**src/rtl/width_pack_arb_pkg.sv**
```systemverilog
// Shared types and constants for the byte-pair packing arbiter.
// Timeout padding is compiled in with WIDTH_PACK_ARB_TIMEOUT_EN.
package width_pack_arb_pkg;

    typedef enum logic {
        IDLE = 1'b0,
        HALF = 1'b1
    } state_t;

    localparam logic [7:0] PAD_BYTE = 8'h00;

    function automatic int src_w(input int n_req);
        return (n_req <= 2) ? 1 : $clog2(n_req);
    endfunction

endpackage

```
**src/rtl/width_pack_arbiter_rr_picker.sv**
```systemverilog
// Combinational round-robin picker: first valid index at or after ptr.
// Wraps with an explicit compare so non-power-of-2 counts work.
module rr_picker #(
    parameter int N = 4,
    parameter int W = 2
) (
    input  logic [N-1:0] req_valid,
    input  logic [W-1:0] ptr,
    output logic [W-1:0] winner,
    output logic         found
);

    localparam logic [W-1:0] LAST = W'(N - 1);

    logic [W-1:0] idx;

    always_comb begin
        winner = '0;
        found  = 1'b0;
        idx    = ptr;
        for (int k = 0; k < N; k++) begin
            if (!found && req_valid[idx]) begin
                winner = idx;
                found  = 1'b1;
            end
            idx = (idx == LAST) ? '0 : idx + 1'b1;
        end
    end

endmodule

```
**src/rtl/width_pack_arbiter.sv**
```systemverilog
// Round-robin arbiter feeding one 8-to-16 packer; grant held per word.
// WIDTH_PACK_ARB_TIMEOUT_EN adds stall timeout with zero-byte padding.
module width_pack_arbiter
    import width_pack_arb_pkg::*;
#(
    parameter  int N_REQ       = 4,
    parameter  int TIMEOUT_CYC = 15,
    localparam int SRC_W       = src_w(N_REQ)
) (
    input  logic               clk,
    input  logic               rst,
    input  logic [N_REQ-1:0]   req_valid,
    input  logic [8*N_REQ-1:0] req_data,
    output logic [N_REQ-1:0]   req_ready,
    output logic               valid_out,
    output logic [15:0]        data_out,
    output logic [SRC_W-1:0]   src_out,
    output logic               pad_out
);

    localparam logic [SRC_W-1:0] LAST = SRC_W'(N_REQ - 1);

    state_t             state;
    state_t             state_nx;
    logic [SRC_W-1:0]   ptr;
    logic [SRC_W-1:0]   owner;
    logic [7:0]         hi;
    logic [SRC_W-1:0]   winner;
    logic               found;
    logic [SRC_W-1:0]   sel;
    logic [7:0]         byte_in;
    logic [7:0]         lo_byte;
    logic [SRC_W-1:0]   ptr_nx;
    logic               take_hi;
    logic               emit;

    rr_picker #(
        .N (N_REQ),
        .W (SRC_W)
    ) u_pick (
        .req_valid (req_valid),
        .ptr       (ptr),
        .winner    (winner),
        .found     (found)
    );

    assign sel     = (state == IDLE) ? winner : owner;
    assign byte_in = req_data[{sel, 3'b000} +: 8];
    assign ptr_nx  = (owner == LAST) ? '0 : owner + 1'b1;

`ifdef WIDTH_PACK_ARB_TIMEOUT_EN
    localparam int CW = $clog2(TIMEOUT_CYC + 1);
    localparam logic [CW-1:0] TO_MAX = CW'(TIMEOUT_CYC);

    logic [CW-1:0] cnt;
    logic          pad;

    assign lo_byte = pad ? PAD_BYTE : byte_in;

    // Saturates at the threshold; the word is flushed on the next edge.
    always_ff @(posedge clk or posedge rst) begin
        if (rst)
            cnt <= '0;
        else if (take_hi)
            cnt <= '0;
        else if (state == HALF && !req_valid[owner] && cnt != TO_MAX)
            cnt <= cnt + 1'b1;
    end

    always_ff @(posedge clk or posedge rst) begin
        if (rst)
            pad_out <= 1'b0;
        else if (emit)
            pad_out <= pad;
    end
`else
    logic unused_timeout;

    assign unused_timeout = |TIMEOUT_CYC;
    assign lo_byte        = byte_in;
    assign pad_out        = 1'b0;
`endif

    always_ff @(posedge clk or posedge rst) begin
        if (rst)
            state <= IDLE;
        else
            state <= state_nx;
    end

    always_comb begin
        state_nx  = state;
        req_ready = '0;
        take_hi   = 1'b0;
        emit      = 1'b0;
`ifdef WIDTH_PACK_ARB_TIMEOUT_EN
        pad       = 1'b0;
`endif
        unique case (state)
            IDLE: begin
                if (found) begin
                    req_ready[winner] = 1'b1;
                    take_hi           = 1'b1;
                    state_nx          = HALF;
                end
            end
            HALF: begin
                req_ready[owner] = 1'b1;
                if (req_valid[owner]) begin
                    emit     = 1'b1;
                    state_nx = IDLE;
                end
`ifdef WIDTH_PACK_ARB_TIMEOUT_EN
                else if (cnt == TO_MAX) begin
                    emit     = 1'b1;
                    pad      = 1'b1;
                    state_nx = IDLE;
                end
`endif
            end
            default: state_nx = IDLE;
        endcase
    end

    always_ff @(posedge clk or posedge rst) begin
        if (rst) begin
            ptr       <= '0;
            owner     <= '0;
            hi        <= '0;
            valid_out <= 1'b0;
            data_out  <= '0;
            src_out   <= '0;
        end else begin
            valid_out <= emit;
            if (take_hi) begin
                hi    <= byte_in;
                owner <= winner;
            end
            if (emit) begin
                data_out <= {hi, lo_byte};
                src_out  <= owner;
                ptr      <= ptr_nx;
            end
        end
    end

endmodule
```
**config.mk**
```make
export PLATFORM = sky130hd
export DESIGN_NAME = width_pack_arbiter
export DESIGN_NICKNAME = d
export VERILOG_FILES = /design/src/rtl/width_pack_arb_pkg.sv /design/src/rtl/width_pack_arbiter_rr_picker.sv /design/src/rtl/width_pack_arbiter.sv
export SDC_FILE = /design/constraint.sdc
export NUM_CORES = 1
export LEC_CHECK = 0
export CAP_MARGIN = 30
export CORE_MARGIN = 2
export CORE_UTILIZATION = 53
export CTS_BUF_LIST = sky130_fd_sc_hd__clkbuf_2
export CTS_CLUSTER_DIAMETER = 50
export DETAILED_ROUTE_END_ITERATION = 16
export PLACE_DENSITY_LB_ADDON = 0.3
export SLEW_MARGIN = 20
export SYNTH_ARGS = -nofsm -noshare
export SYNTH_HDL_FRONTEND = slang
export SYNTH_SLANG_ARGS = --single-unit
export TNS_END_PERCENT = 30
```
**constraint.sdc**
```tcl
create_clock -name clk -period 6.25 [get_ports clk]
set_input_delay 1.25 -clock clk [delete_from_list [all_inputs] [get_ports clk]]
set_output_delay 1.25 -clock clk [all_outputs]
set_load 0.005 [all_outputs]
```
==> reports/results.ini, run 1 <==
[global_routing]
grt_pass1_vias = 1730
antenna_found_initial = 0
grt_first_pass_wirelength_mm = 8.00
grt.overflow.total = 0
grt_usage_pct = 24.7
grt_start_max_net_pins = 33

[synthesis]
ys_warn_count = 0
yosysTopAreaCell = dfrtp_1
syn_nets = 224
syn_area_sq_um = 2110
yosysSeqAreaShare_pct = 37.9
netlist.area_leader.share_pct = 37.9
ys_types = 40
postSynthCellCount = 181
syn_area_per_cell_sq_um = 11.7
synthTopCellsByArea = dfrtp_1 38%, mux2_2 10%, mux2i_1 9.0%
synthFlopType = dfrtp_1
synthArstFlopShare_pct = 100
synth-edff-count = 0
synth_seq_cells = 32

[pwr]
finalPower_uw = 1520
ir_drop_uv = 270
p_per_area_nw_per_um2 = 545
p_leak_uw = 0.00120

[final_layout]
nNetsFinal = 281
final_cell_mix = 60 x clkdlybuf4s50_1, 32 x dfrtp_1, 19 x mux2i_1, 19 x mux2_2, 14 x nor2_1
antenna_cells = 0
multi_input_comb_area_sq_um = 1200
nFillCells = 302
syn2layout_area_growth_pct = 32.0
drive_above_1_share_pct = 18.0
final_common_cell = clkdlybuf4s50_1
final-seq-area_sq_um = 801
fin_util_pct = 74.5

[worst_setup_path]
start_kind = input pin
critPathMaxFanout = 12
worstPathArrival_ps = 4060
path_delay_family = buffers and inverters
worst_path_largest_cell_delay_ps = 580
critPathMostFrequentCell = clkdlybuf4s50_1
path_class = input pin to primary output
reg2regPathDepth = 7
crit_cells = 8
slowest_stage = clkdlybuf4s50_1
cp-end-kind = primary output
crit_buf_inv = 2
critPathRequiredTime_ps = 5000
crit_path_cell_trace = clkdlybuf4s50_1, mux4_2, or4_4, o31ai_4, nor3_1, nand2b_1, o21ai_0, clkdlybuf4s50_1

[clock_tree]
h-tree-depth = 2
post_cts_resized = 0
cts.hold.buffers_added = 0
cts.clk_slew.worst_paths_ps = 180
cts_setup_buffers = 0
clockRootBuffer = clkbuf_2
clkSinkCount = 32
clock_latency_ps = 390
numCtsBuffers = 5
cts_tree = done
cts_buffer_depth = 2

[die]
design.portCount = 62
std_cell_rows = 22
die_x_microns = 67.1
start_util_pct = 56.5
die_h_microns = 67.1
core-area_sq_um = 3740
die_area_sq_um = 4510

[hold_path]
min_path_cells = 1
hold_class = register to register

[detailed_routing]
totalWireLength_mm = 4.75
drt_iter0_drc = 109
drtPass1Iterations = 4
drtAntennaViolNets = 0
routedWlPerCell_microns = 16.6
viasPerCell = 5.83
vias = 1674
drc_errors = 0

[sta]
setup_ws_ps = 944
fin_setup_tns_ps = 0
setup_violations = 0
worst_pin_slew_ps = 897
whs_ps = 524
hold_viol = 0
slew_headroom_pct = 40.2
drv_slew = 0
rsz0062_at_grt = false
fin_crit_sh_pct = 84.9
fin_skew_ps = 12.9
fmax_ghz = 0.188
fin_crit_ps = 5310

[job]
drv_cap = 0

[run_status]
status = finished clean

[placed_design]
place.gp.congestion = 0.908
dp_worst_setup_slack_ps = 945
dpl.hpwl_mm = 3.56
port_buffers = 60

[layout make-up]
cell class	instances	share of cell area, %
Tap cell	48	2.15
Clock inverter	3	1.53
Sequential cell	32	28.7
Clock buffer	5	0.897
Timing Repair Buffer	65	22.8
Inverter	7	0.942
Multi-Input combinational cell	127	43.0
[sequential cells by signal (all words and copies together) (netlist names)]
register,flops
data_out,16
ptr,2
state,1
src_out,2
valid_out,1
hi,8
owner,2
[power breakdown]
| group | internal [uW] | switching (uW) |
|---|---|---|
| sequential | 317 | 91.4 |
| clock | 66.8 | 75.3 |
| combinational | 552 | 417 |
| total | 935 | 584 |
[through the flow]
step           area, sq um  std cells
3_3_place_gp          2720        278
6_report              2790        287
4_1_cts               2790        287
3_5_place_dp          2720        279
2_1_floorplan         2110        181
5_1_grt               2790        287
[logic make-up after synthesis]
kind of cell	synth area share [%]
buf+inv	5.39
fa+ha+maj	2.96
simple gates	7.05
mux	31.7
flops	37.9
other cells	0.177
compound gates	14.8
[worst register-to-register path: cells and delay by family, from the launching register on]
family | cells | cell delay [ps]
mux | 3 | 980
compound gates | 2 | 880
fa+ha+maj | 1 | 590
flops | 1 | 550
buf+inv | 1 | 320
[cell usage after synthesis (all sizes together) (2+ instances only)]
cell type / instances
nand2b: 2
a22o: 2
o31ai: 2
buf: 9
mux4: 9
mux2i: 19
a31oi: 4
nor2: 14
nand2: 9
o21ai: 4
a21oi: 5
or2: 2
mux2: 22
nor3: 3
clkbuf: 6
inv: 7
a221oi: 10
o22ai: 2
dfrtp: 32
ha: 5
[worst paths after layout]
path,from,slack [ps],endpoint
min in group asynchronous,rst,1210,data_out[3]$_DFFE_PP0P_
min reg2reg,hi[4]$_DFFE_PP0P_,520,data_out[12]$_DFFE_PP0P_
max in group asynchronous,rst,4740,data_out[8]$_DFFE_PP0P_
max reg2reg,ptr[0]$_DFFE_PP0P_,2840,hi[0]$_DFFE_PP0P_
min,hi[4]$_DFFE_PP0P_,520,data_out[12]$_DFFE_PP0P_
max,req_valid[2],940,req_ready[2]
[layer usage]
layer,vias up,wire length [microns],global-route usage [%]
met5,-,0,0
met4,0,108,12.8
met3,8,319,7.00
met2,54,2320,39.2
met1,812,2010,30.7
li1,800,-,-
Note: power is estimated with default switching activity, not from simulation.
==> inputs of run 2 (changes only) <==
Settings changed: CORE_UTILIZATION 53 to 49.
Clock period 6.25 ns to 5.26 ns, I/O delays scaled along.
==> run 2 against run 1 <==
Wire length rose by 3.9%. Register-to-register slack worse by 900 ps. Die area up 7.7%. Sequential share of layout area decreased by 0.13 points. Power rose by 19%. Global-route usage down 2.9 points. Worst hold slack got worse by 1.3 ps. Clock-buffer cell count unchanged. Critical endpoint unchanged. Largest cell class unchanged. Largest power group unchanged.
==> reports/results.ini, run 2 (synthesis gave the netlist of run 1 again) <==
[detailed_routing]
drtPass1Iterations = 4  ; unchanged
viasPerCell = 5.97  ; +2.3%
routedWlPerCell_microns = 17.0  ; +2.8%
drc_errors = 0  ; unchanged
vias = 1730  ; +3.3%
drtAntennaViolNets = 0  ; unchanged
drt_iter0_drc = 140  ; +28%
totalWireLength_mm = 4.94  ; +3.9%

[sta]
fin_setup_tns_ps = 0  ; unchanged
hold_viol = 0  ; unchanged
rsz0062_at_grt = false
drv_slew = 0  ; unchanged
fin_skew_ps = 9.64  ; -3.28 ps
setup_violations = 0  ; unchanged
setup_ws_ps = 403  ; -541 ps
fin_crit_sh_pct = 92.3
slew_headroom_pct = 40.1  ; -0.093 points
worst_pin_slew_ps = 899  ; +1.40 ps
fmax_ghz = 0.206
fin_crit_ps = 4860

[clock_tree]
cts_setup_buffers = 0  ; unchanged
clockRootBuffer = clkbuf_2
post_cts_resized = 0  ; unchanged
cts.clk_slew.worst_paths_ps = 150  ; -30 ps
clkSinkCount = 32  ; unchanged
cts.hold.buffers_added = 0  ; unchanged
cts_buffer_depth = 2  ; unchanged
numCtsBuffers = 5  ; unchanged
cts_tree = done
clock_latency_ps = 380  ; about the same
h-tree-depth = 2  ; unchanged

[global_routing]
grt_first_pass_wirelength_mm = 8.39  ; +4.9%
grt.overflow.total = 0  ; unchanged
grt_usage_pct = 21.7  ; -2.9 points
antenna_found_initial = 0  ; unchanged
grt_start_max_net_pins = 33  ; unchanged
grt_pass1_vias = 1769  ; +2.3%

[pwr]
p_per_area_nw_per_um2 = 646  ; +19%
seqPwrFrac_pct = 27.2  ; +0.3 points
p_comb_share_pct = 63.8  ; about the same
power_switching_uw = 702  ; +20%
p_int_uw = 1110  ; +19%
p_leak_uw = 0.00120  ; +0.39%
clockPowerShare_pct = 8.9  ; -0.5 points
power.switching_fraction_pct = 38.8  ; +0.34 points
finalPower_uw = 1810  ; +19%
ir_drop_uv = 266  ; -1.6%

[final_layout]
multi_input_comb_area_sq_um = 1200  ; +0.42%
instances_no_fill = 290  ; +1.0%
antenna_cells = 0  ; unchanged
largestRegisters = data_out x16, hi x8
largest_reg_flops = 16  ; unchanged
final-seq-area_sq_um = 801  ; unchanged
final_cell_mix = 60 x clkdlybuf4s50_1, 32 x dfrtp_1, 19 x mux2i_1, 19 x mux2_2, 14 x nor2_1
nNetsFinal = 282  ; +0.36%
final_common_cell = clkdlybuf4s50_1
top_register = data_out
syn2layout_area_growth_pct = 32.6
nFillCells = 330  ; +9.3%
fin_util_pct = 68.6  ; -5.9 points
drive_above_1_share_pct = 17.9  ; -0.075 points

[die]
design.portCount = 62  ; unchanged
std_cell_rows = 23  ; +4.5%
die_area_sq_um = 4850  ; +7.7%
core-area_sq_um = 4090  ; +9.2%
die_x_microns = 69.7  ; +3.8%
die_h_microns = 69.7  ; +3.8%
start_util_pct = 51.7  ; -4.7 points

[worst_setup_path]
start_kind = input pin
critPathMaxFanout = 9  ; -3
critPathRequiredTime_ps = 4210  ; -790 ps
cp-end-kind = primary output
worstPathArrival_ps = 3800  ; -260 ps
path_class = input pin to primary output

[placed_design]
place.gp.congestion = 0.907  ; -0.21%
dp_worst_setup_slack_ps = 403  ; -542 ps
port_buffers = 60  ; unchanged
dpl.hpwl_mm = 3.65  ; +2.6%
dp.cells = 282  ; +1.1%

[hold_path]
hold_class = register to register

[job]
drv_cap = 0  ; unchanged

[run_status]
status = finished clean

==> run 2: cell types whose count changed in the layout (fill, tap and decap cells not counted), sizes merged <==
| cell | previous run | this run |
|---|---|---|
| buf | 5 | 6 |
| clkinv | 1 | 2 |
| clkinvlp | 1 | 0 |
==> run 2: stage by stage <==
stage               instance area, sq um  hold WS, ps
floorplan                           2110          475
global placement                    2730          486
detailed placement                  2740          484
CTS                                 2800          523
global route                        2800          537
finish                              2800          522
==> run 2: final timing paths <==
kind	from	to	slack, ps	cells past startpoint
worst min register to register	src_out[1]$_DFFE_PP0P_	src_out[1]$_DFFE_PP0P_	520	1
worst max-delay path	req_valid[3]	req_ready[2]	400	8
max in group asynchronous	rst	data_out[0]$_DFFE_PP0P_	3950	3
min in group asynchronous	rst	data_out[10]$_DFFE_PP0P_	1030	3
worst min-delay path	src_out[1]$_DFFE_PP0P_	src_out[1]$_DFFE_PP0P_	520	1
worst max register to register	ptr[0]$_DFFE_PP0P_	hi[7]$_DFFE_PP0P_	1940	7
==> run 2: power groups by stage <==
stage,Sequential (uW),Clock (uW),Combinational [uW]
after floorplan,453,0,822
after global placement,491,0,1130
after detailed placement,497,0,1160
after CTS,493,165,1160
after global routing,510,175,1250
final,493,162,1160
==> run 2: layout make-up <==
| cell class | count | area share [%] |
|---|---|---|
| inverters | 7 | 0.938 |
| clock buffers | 5 | 0.893 |
| clock inverters | 3 | 1.34 |
| flip-flops and latches | 32 | 28.6 |
| repair buffers | 66 | 23.0 |
| multi-input cells | 127 | 43.0 |
| well taps | 50 | 2.23 |
==> run 2: critical path, stage by stage <==
cell	delay, ps
clkdlybuf4s50_1	540
mux4_2	560
or4_4	550
o31ai_4	90
nor3_1	160
nand2b_1	180
o21ai_0	150
clkdlybuf4s50_1	510
==> run 2: layer usage <==
layer / track usage [%] / wire length, microns
met2: 35.5 / 2450
met3: 6.40 / 354
met4: 8.76 / 69
met1: 27.1 / 2060
met5: 0 / 0
